`src/rtl/multichannel_slew_limiter_if.sv`:
```
// Sample/strobe bundle for the multichannel slew limiter.
// The master drives the strobe and samples; the slave returns the limited outputs and status.
interface multichannel_slew_limiter_if #(
    parameter int CHANNELS   = 4,
    parameter int DATA_WIDTH = 16
);
    logic                           audio_clk_en;
    logic [CHANNELS*DATA_WIDTH-1:0] in;
    logic [CHANNELS*DATA_WIDTH-1:0] out;
    logic                           out_valid;
    logic                           busy;
    logic                           overrun;
    logic [CHANNELS-1:0]            limiting;

    modport master (
        output audio_clk_en, in,
        input  out, out_valid, busy, overrun, limiting
    );

    modport slave (
        input  audio_clk_en, in,
        output out, out_valid, busy, overrun, limiting
    );
endinterface

```
`src/rtl/multichannel_slew_limiter.sv`:
```
// Time-multiplexed per-channel rise/fall slew limiter, one channel per clk.
// Optional per-channel clamp status: define SLEW_LIMIT_STATUS_EN.
module multichannel_slew_limiter #(
    parameter int  CHANNELS              = 4,
    parameter int  DATA_WIDTH            = 16,
    parameter int  SIGNAL_FRACTION_WIDTH = 14,
    parameter real VCC                   = 12.0,
    parameter real SAMPLE_RATE           = 48000.0,
    parameter real RISE_RATE             = 1000.0,
    parameter real FALL_RATE             = 1000.0
) (
    input logic                        clk,
    input logic                        I_RSTn,
    multichannel_slew_limiter_if.slave bus
);
    localparam int DW = DATA_WIDTH;
    localparam real SCALE =
        real'(64'(1) << SIGNAL_FRACTION_WIDTH) / (VCC * SAMPLE_RATE);
    localparam int MAX_RISE = $rtoi(SCALE * RISE_RATE);
    localparam int MAX_FALL = $rtoi(SCALE * FALL_RATE);
    localparam int LIM      = 1 << (DW - 1);
    localparam int IW       = (CHANNELS > 1) ? $clog2(CHANNELS) : 1;
    localparam logic [IW-1:0] LAST = IW'(CHANNELS - 1);
    localparam logic signed [DW:0] RISE_K = (DW + 1)'(MAX_RISE);
    localparam logic signed [DW:0] FALL_K = (DW + 1)'(MAX_FALL);

    if (MAX_RISE < 1 || MAX_RISE >= LIM) begin : g_bad_rise
        $error("MAX_RISE out of range");
    end
    if (MAX_FALL < 1 || MAX_FALL >= LIM) begin : g_bad_fall
        $error("MAX_FALL out of range");
    end

    typedef enum logic [1:0] {IDLE, RUN, DONE} state_t;

    state_t                state_q, state_d;
    logic [IW-1:0]         ch_q;
    logic signed [DW-1:0]  snap_q [CHANNELS];
    logic signed [DW-1:0]  work_q [CHANNELS];
    logic [CHANNELS*DW-1:0] out_q;
    logic                  valid_q, busy_q, overrun_q;

    logic signed [DW-1:0]  cur_s, cur_w, nxt;
    logic signed [DW:0]    diff;

    always_comb begin
        state_d = state_q;
        unique case (state_q)
            IDLE:    if (bus.audio_clk_en) state_d = RUN;
            RUN:     if (ch_q == LAST) state_d = DONE;
            DONE:    state_d = IDLE;
            default: state_d = IDLE;
        endcase
    end

    // Result always lies between old value and target, so no saturation.
    always_comb begin
        cur_s = snap_q[ch_q];
        cur_w = work_q[ch_q];
        diff  = {cur_s[DW-1], cur_s} - {cur_w[DW-1], cur_w};
        nxt   = cur_s;
        if (diff > RISE_K)
            nxt = cur_w + RISE_K[DW-1:0];
        else if (diff < -FALL_K)
            nxt = cur_w - FALL_K[DW-1:0];
    end

    always_ff @(posedge clk or negedge I_RSTn) begin
        if (!I_RSTn) begin
            state_q   <= IDLE;
            ch_q      <= '0;
            out_q     <= '0;
            valid_q   <= 1'b0;
            busy_q    <= 1'b0;
            overrun_q <= 1'b0;
            for (int k = 0; k < CHANNELS; k++) begin
                snap_q[k] <= '0;
                work_q[k] <= '0;
            end
        end else begin
            state_q <= state_d;
            valid_q <= 1'b0;
            if (bus.audio_clk_en && state_q != IDLE)
                overrun_q <= 1'b1;
            case (state_q)
                IDLE: begin
                    if (bus.audio_clk_en) begin
                        for (int k = 0; k < CHANNELS; k++)
                            snap_q[k] <= bus.in[k*DW +: DW];
                        ch_q   <= '0;
                        busy_q <= 1'b1;
                    end
                end
                RUN: begin
                    work_q[ch_q] <= nxt;
                    ch_q         <= ch_q + 1'b1;
                end
                DONE: begin
                    for (int k = 0; k < CHANNELS; k++)
                        out_q[k*DW +: DW] <= work_q[k];
                    valid_q <= 1'b1;
                    busy_q  <= 1'b0;
                end
                default: ;
            endcase
        end
    end

`ifdef SLEW_LIMIT_STATUS_EN
    logic [CHANNELS-1:0] lim_work_q, lim_q;
    logic                clamp;

    assign clamp = (diff > RISE_K) || (diff < -FALL_K);

    always_ff @(posedge clk or negedge I_RSTn) begin
        if (!I_RSTn) begin
            lim_work_q <= '0;
            lim_q      <= '0;
        end else if (state_q == RUN) begin
            lim_work_q[ch_q] <= clamp;
        end else if (state_q == DONE) begin
            lim_q <= lim_work_q;
        end
    end

    assign bus.limiting = lim_q;
`else
    assign bus.limiting = '0;
`endif

    assign bus.out       = out_q;
    assign bus.out_valid = valid_q;
    assign bus.busy      = busy_q;
    assign bus.overrun   = overrun_q;
endmodule

```
`src/flat_wrapper.sv`:
```
// flat-port wrapper written by rule: the top's interface ports become plain ports
module multichannel_slew_limiter_flat 
#(
    parameter int  CHANNELS              = 4,
    parameter int  DATA_WIDTH            = 16,
    parameter int  SIGNAL_FRACTION_WIDTH = 14,
    parameter real VCC                   = 12.0,
    parameter real SAMPLE_RATE           = 48000.0,
    parameter real RISE_RATE             = 1000.0,
    parameter real FALL_RATE             = 1000.0
)
  (clk, I_RSTn, bus_audio_clk_en, bus_in, bus_out, bus_out_valid, bus_busy, bus_overrun, bus_limiting);
  multichannel_slew_limiter_if #(.CHANNELS(CHANNELS), .DATA_WIDTH(DATA_WIDTH)) bus_i ();
  input logic clk;
  input logic I_RSTn;
  input wire logic [$bits(bus_i.audio_clk_en)-1:0] bus_audio_clk_en;
  input wire logic [$bits(bus_i.in)-1:0] bus_in;
  output wire logic [$bits(bus_i.out)-1:0] bus_out;
  output wire logic [$bits(bus_i.out_valid)-1:0] bus_out_valid;
  output wire logic [$bits(bus_i.busy)-1:0] bus_busy;
  output wire logic [$bits(bus_i.overrun)-1:0] bus_overrun;
  output wire logic [$bits(bus_i.limiting)-1:0] bus_limiting;
  assign bus_i.audio_clk_en = bus_audio_clk_en;
  assign bus_i.in = bus_in;
  assign bus_out = bus_i.out;
  assign bus_out_valid = bus_i.out_valid;
  assign bus_busy = bus_i.busy;
  assign bus_overrun = bus_i.overrun;
  assign bus_limiting = bus_i.limiting;
  multichannel_slew_limiter #(.CHANNELS(CHANNELS), .DATA_WIDTH(DATA_WIDTH), .SIGNAL_FRACTION_WIDTH(SIGNAL_FRACTION_WIDTH), .VCC(VCC), .SAMPLE_RATE(SAMPLE_RATE), .RISE_RATE(RISE_RATE), .FALL_RATE(FALL_RATE)) u_core (.clk(clk), .I_RSTn(I_RSTn), .bus(bus_i));
endmodule
```
`config.mk`:
```
export PLATFORM = sky130hd
export DESIGN_NAME = multichannel_slew_limiter_flat
export DESIGN_NICKNAME = d
export VERILOG_FILES = /design/src/rtl/multichannel_slew_limiter_if.sv /design/src/rtl/multichannel_slew_limiter.sv /design/src/flat_wrapper.sv
export SDC_FILE = /design/constraint.sdc
export NUM_CORES = 1
export LEC_CHECK = 0
export CAP_MARGIN = 20
export CELL_PAD_IN_SITES_DETAIL_PLACEMENT = 1
export CELL_PAD_IN_SITES_GLOBAL_PLACEMENT = 2
export CORE_UTILIZATION = 37
export DETAILED_ROUTE_END_ITERATION = 10
export DONT_BUFFER_PORTS = 1
export HOLD_SLACK_MARGIN = 0.1
export PLACE_DENSITY_LB_ADDON = 0.3
export RECOVER_POWER = 25
export SYNTH_ARGS = -nofsm -noshare
export SYNTH_HDL_FRONTEND = slang
export SYNTH_SLANG_ARGS = --single-unit
```
`constraint.sdc`:
```
create_clock -name clk -period 5.23 [get_ports clk]
set_input_delay 0.523 -clock clk [delete_from_list [all_inputs] [get_ports clk]]
set_output_delay 0.523 -clock clk [all_outputs]
set_load 0.02 [all_outputs]
```
# == Yosys cells after proc, flatten, opt, wreduce, memory -nomap -nowiden ==
# Index checks and enable logic that the tools add are counted.
# Widths: inputs -> output; s select.
# totals
ff_bits,199
inputBits,67
elab_cells,57
output_inout_bits,71
# classes
reduce_logical,10
n_mux,19
bitwise_logic,1
addsub,4
eq_ne,5
n_lt_le_gt_ge,4
# op_table
cell,count
$mux 16,7
$bmux 16 s2,2
$bwmux 64,1
$demux 16 s2,1
$gt 17x6->1 const B,1
$lt 17x6->1 const B,1
$sub 16x16->17,1
$add 16x5->16 const B,1
$sub 16x5->16 const B,1
$pmux 2 s2,2
$reduce_and 2->1,4
$mux 2,3
$reduce_bool 2->1,3
$eq 2x2->1 const B,2
$ge 3x3->1 const B,1
$lt 3x1->1 const B,1
$not 2->3,1
$add 2x1->2 const B,1
$eq 2x1->1 const B,1
$logic_and 1x1->1,2
$logic_not 2->1,1
$mux 1,2
$ne 2x1->1 const B,1
$ne 2x2->1 const B,1
$pmux 1 s2,1

# == Logic depth before layout (Yosys ltp) ==
# logic_depth
word_depth,9
ltp_mapped,23
ltp_nobuf,16

# == Worst setup path after synthesis ==
# No wires, ideal clock.
# synth_timing
path_kind,reg-to-reg
from,register u_core.ch_q[0]
to,register u_core.work_q[38] (netlist bit)
stages_incl_launch_ff,22
setup_time_ps,135
t_arrival_ps,4964
synth_period_minus_slack_ps,5099
n_path_buf,6
t_required_ps,5095
setup_slack_ps,131
path_cell_list,dfrtp_1 > buf_2 > buf_2 > buf_2 > buf_2 > buf_2 > mux2i_1 > nand2_1 > o21ai_1 > ha_1 > inv_1 > fa_1 > a21o_1 > a221oi_2 > o221ai_2 > o31a_1 > and3_1 > and4bb_1 > nand4_2 > buf_2 > a21oi_2 > o31ai_1
# synth_between
elab_chain_cells,9
word_cells_on_any_way,20
cone_classes,3 x add/sub; 4 x order compare; 11 x mux; 1 x bitwise; 1 x reduce/logical
# synth_lines
item,line,text
"start, declared",multichannel_slew_limiter.sv:37,logic [IW-1:0] ch_q;
"start signal, assigned",multichannel_slew_limiter.sv:96,ch_q <= ch_q + 1'b1;
$not 2->3 (not written as such) (*),"multichannel_slew_limiter.sv:58, multichannel_slew_limiter.sv:59, multichannel_slew_limiter.sv:95",
"$bmux 16 s2, on equally long branches","multichannel_slew_limiter.sv:58, multichannel_slew_limiter.sv:59",
"$mux 16, on equally long branches (2 in a row)","multichannel_slew_limiter.sv:58, multichannel_slew_limiter.sv:59",
$sub 16x16->17,multichannel_slew_limiter.sv:60,"diff = {cur_s[DW-1], cur_s} - {cur_w[DW-1], cur_w};"
$lt 17x6->1,multichannel_slew_limiter.sv:64,else if (diff < -FALL_K)
$mux 16,multichannel_slew_limiter.sv:64,
$mux 16,multichannel_slew_limiter.sv:62,if (diff > RISE_K)
$bwmux 64 (*),multichannel_slew_limiter.sv:95,work_q[ch_q] <= nxt;
"end signal, assigned by index",multichannel_slew_limiter.sv:95,
"end, declared",multichannel_slew_limiter.sv:39,logic signed [DW-1:0] work_q [CHANNELS];
# Every way passes the cells marked *; elsewhere a longest branch is shown, timed or not. The select of a mux whose other input is x is not followed.
# A chain may end at the register's enable or synchronous reset.

# == Worst setup path in the final report ==
# layout_timing
from,register u_core.ch_q[0]
to,register u_core.work_q[36] (netlist bit)
# Same word-level chain as after synthesis.

==> out/qor.yml <==
run_status:
  status: "finished, violations left"
  violations: "capacitance limit, slew limit"
yosys:
  syn_area_um2: 10400
  avgSynthCellArea_um2: 10.2
  ys_seq_area_frac: 0.478
  synth_top_area_frac: 0.478
  ys.flop_type: "dfrtp_1"
  yosys_warnings: 0
  ys_types: 70
  synth_area_leaders: "dfrtp_1 (48%), nand2_1 (10%), mux2_2 (7.6%), mux4_2 (5.6%), ha_1 (2.6%)"
  synthCells: 1021
  synth_top_area_cell: "dfrtp_1"
  ys_seq_elements: 199
  synth-edff-count: 0
  synthArstFlopShare: 1.00
critical_path:
  start_kind: "register"
  cp_top_family: "compound AO/OA/AOI/OAI gates"
  slowest_delay_ns: 0.67
  critPathMaxFanout: 22
  crit_required_ns: 5.54
  cp-end-kind: "register"
  cp-startpoint: "u_core.ch_q[0]"
  worstPathBufferInverterCount: 2
  timing.rr.start: "u_core.ch_q[0]"
  path_cells: "mux2_2 > o21ai_0 > inv_1 > fa_1 > a21o_1 > a221oi_2 > o221ai_2 > o31a_1 > and3_1 > and4bb_1 > a31o_2 > buf_4 > a2bb2oi_2 > a31oi_1"
  crit_path_top_delay_cell: "dfrtp_4"
  cp.arrival_ns: 5.11
  path_class: "register to register"
sta:
  finalMaxSlewViolations: 200
  finalCriticalPeriod_ns: 4.81
  clock_skew_ns: 0.0163
  hold_viol: 0
  final.setup.tns_ns: 0
  rsz0062_at_grt: "no"
  fmax_mhz: 208
  slew_headroom: -0.863
  tightest_slew_ns: 2.79
  setup_viol: 0
  post-route-period-util: 0.919
detailed_routing:
  vias_per_cell: 5.44
  firstDrtPassIters: 5
  drtAntennaViolNets: 0
  drc: 0
  initialDrtViolationCount: 513
  wire_per_inst_um: 20.0
  wl_mm: 27.8
  vias: 7580
clocking:
  path_clk_slew_ns: 0.09
  cts-htree-levels: 4
  postCtsSetupBuffers: 0
  tritoncts: "yes"
  cts_buffers: 17
  max-clock-path-buffers: 2
  root_buffer: "clkbuf_16"
  cts.sinks: 199
  clock_latency_ns: 0.45
die:
  fp.dieH_um: 170
  start_util: 0.375
  die_width_um: 170
  core_um2: 27800
  dieArea_um2: 28800
  io_pins: 138
  num_rows: 61
grt:
  grt_max_degree: 200
  grt_pass1_vias: 7923
  grt_first_pass_wirelength_mm: 45.6
  grt_use_total: 0.204
  antenna_found_initial: 0
  gr-total-overflow: 0
placement:
  io_buffers: 0
  hpwlAfterDp_mm: 19.4
  place.gp.congestion: 0.815
final_layout:
  antenna_cells: 0
  layout_commonest_cell: "nand2_1"
  drive_gt1_frac: 0.180
  syn2layout_area_growth_pct: 9.47
  layout_common_cells: "nand2_1 (283), dfrtp_1 (198), mux2_2 (70), nor2_1 (37), inv_1 (27)"
  fillerInstances: 3146
  nNetsFinal: 1093
hold_path:
  min_from: "bus_in[54]"
  min_path_type: "primary input to register"
job:
  drv_cap: 1
==> final timing paths <==
| kind | endpoint | slack (ns) | cells past startpoint |
|---|---|---|---|
| setup / recovery | u_core.work_q[36] | 0.42 | 14 |
| hold / removal | u_core.snap_q[6] | 0.22 | 1 |
| setup reg to reg | u_core.work_q[36] | 0.42 | 14 |
| hold reg to reg | u_core.bus.out[57] | 0.51 | 2 |
| max in group asynchronous | u_core.ch_q[0] | 2.20 | 1 |
| min in group asynchronous | u_core.bus.out[16] | 0.89 | 1 |
==> state kept, by name (all words and copies together), names as in the netlist <==
signal                count
u_core.bus.busy           1
u_core.ch_q               2
u_core.state_q            2
u_core.snap_q            64
u_core.bus.out_valid      1
u_core.bus.out           64
u_core.work_q            64
u_core.bus.overrun        1
==> kinds of logic after synthesis <==
group,count (synthesis),share of synthesized area
flip-flops,199,0.478
buffers and inverters,92,0.0381
multiplexers,105,0.140
other,1,0.000360
adder cells (fa/ha/maj),23,0.0283
XOR/XNOR,29,0.0244
AND/OR/NAND/NOR,404,0.164
AO/OA/AOI/OAI,168,0.127
==> final cells by class <==
cell class | instances | area, µm² | share of cell area
timing repair buffer | 22 | 178 | 0.0156
inverter | 30 | 113 | 0.00987
sequential | 199 | 4980 | 0.437
multi-input combinational | 733 | 5070 | 0.444
clock inverter | 15 | 173 | 0.0151
clock buffer | 17 | 425 | 0.0373
tap | 378 | 473 | 0.0414
==> Yosys cell counts (21+ instances only) <==
| cell | number |
|---|---|
| mux4_2 | 26 |
| nor2_1 | 37 |
| dfrtp_1 | 199 |
| nand3_1 | 26 |
| clkbuf_1 | 35 |
| o21ai_0 | 21 |
| xnor2_1 | 22 |
| inv_1 | 28 |
| a21oi_1 | 24 |
| o31ai_1 | 22 |
| mux2_2 | 70 |
| nand2_1 | 283 |
| ha_1 | 22 |
==> per-stage QoR <==
step | instance area [µm²] | setup slack, ns | utilization | hold WS, ns | instances
global route | 11400 | 0.0392 | 0.411 | 0.195 | 1394
floorplan | 10400 | 0.131 | - | 0.227 | 1024
CTS | 11400 | 0.247 | 0.411 | 0.194 | 1393
finish | 11400 | 0.423 | 0.411 | 0.216 | 1394
detailed placement | 10800 | 0.251 | 0.388 | 0.233 | 1360
global placement | 10800 | 0.392 | 0.388 | 0.234 | 1360
==> per-layer routing <==
metal | wire [µm] | GRT usage
met3 | 1640 | 0.0498
met2 | 12000 | 0.301
met5 | 0 | 0
met1 | 13900 | 0.299
met4 | 245 | 0.0462
==> timing repair <==
item / in CTS / in global routing
hold buffers: 1 / 0
setup endpoints to repair: 0 / 9
resized for setup: 0 / 1
endpoints found under the hold margin: 199 / 0
Power is not shown: default switching activity piles up to over one toggle a cycle in this logic, so the estimate is an artifact.
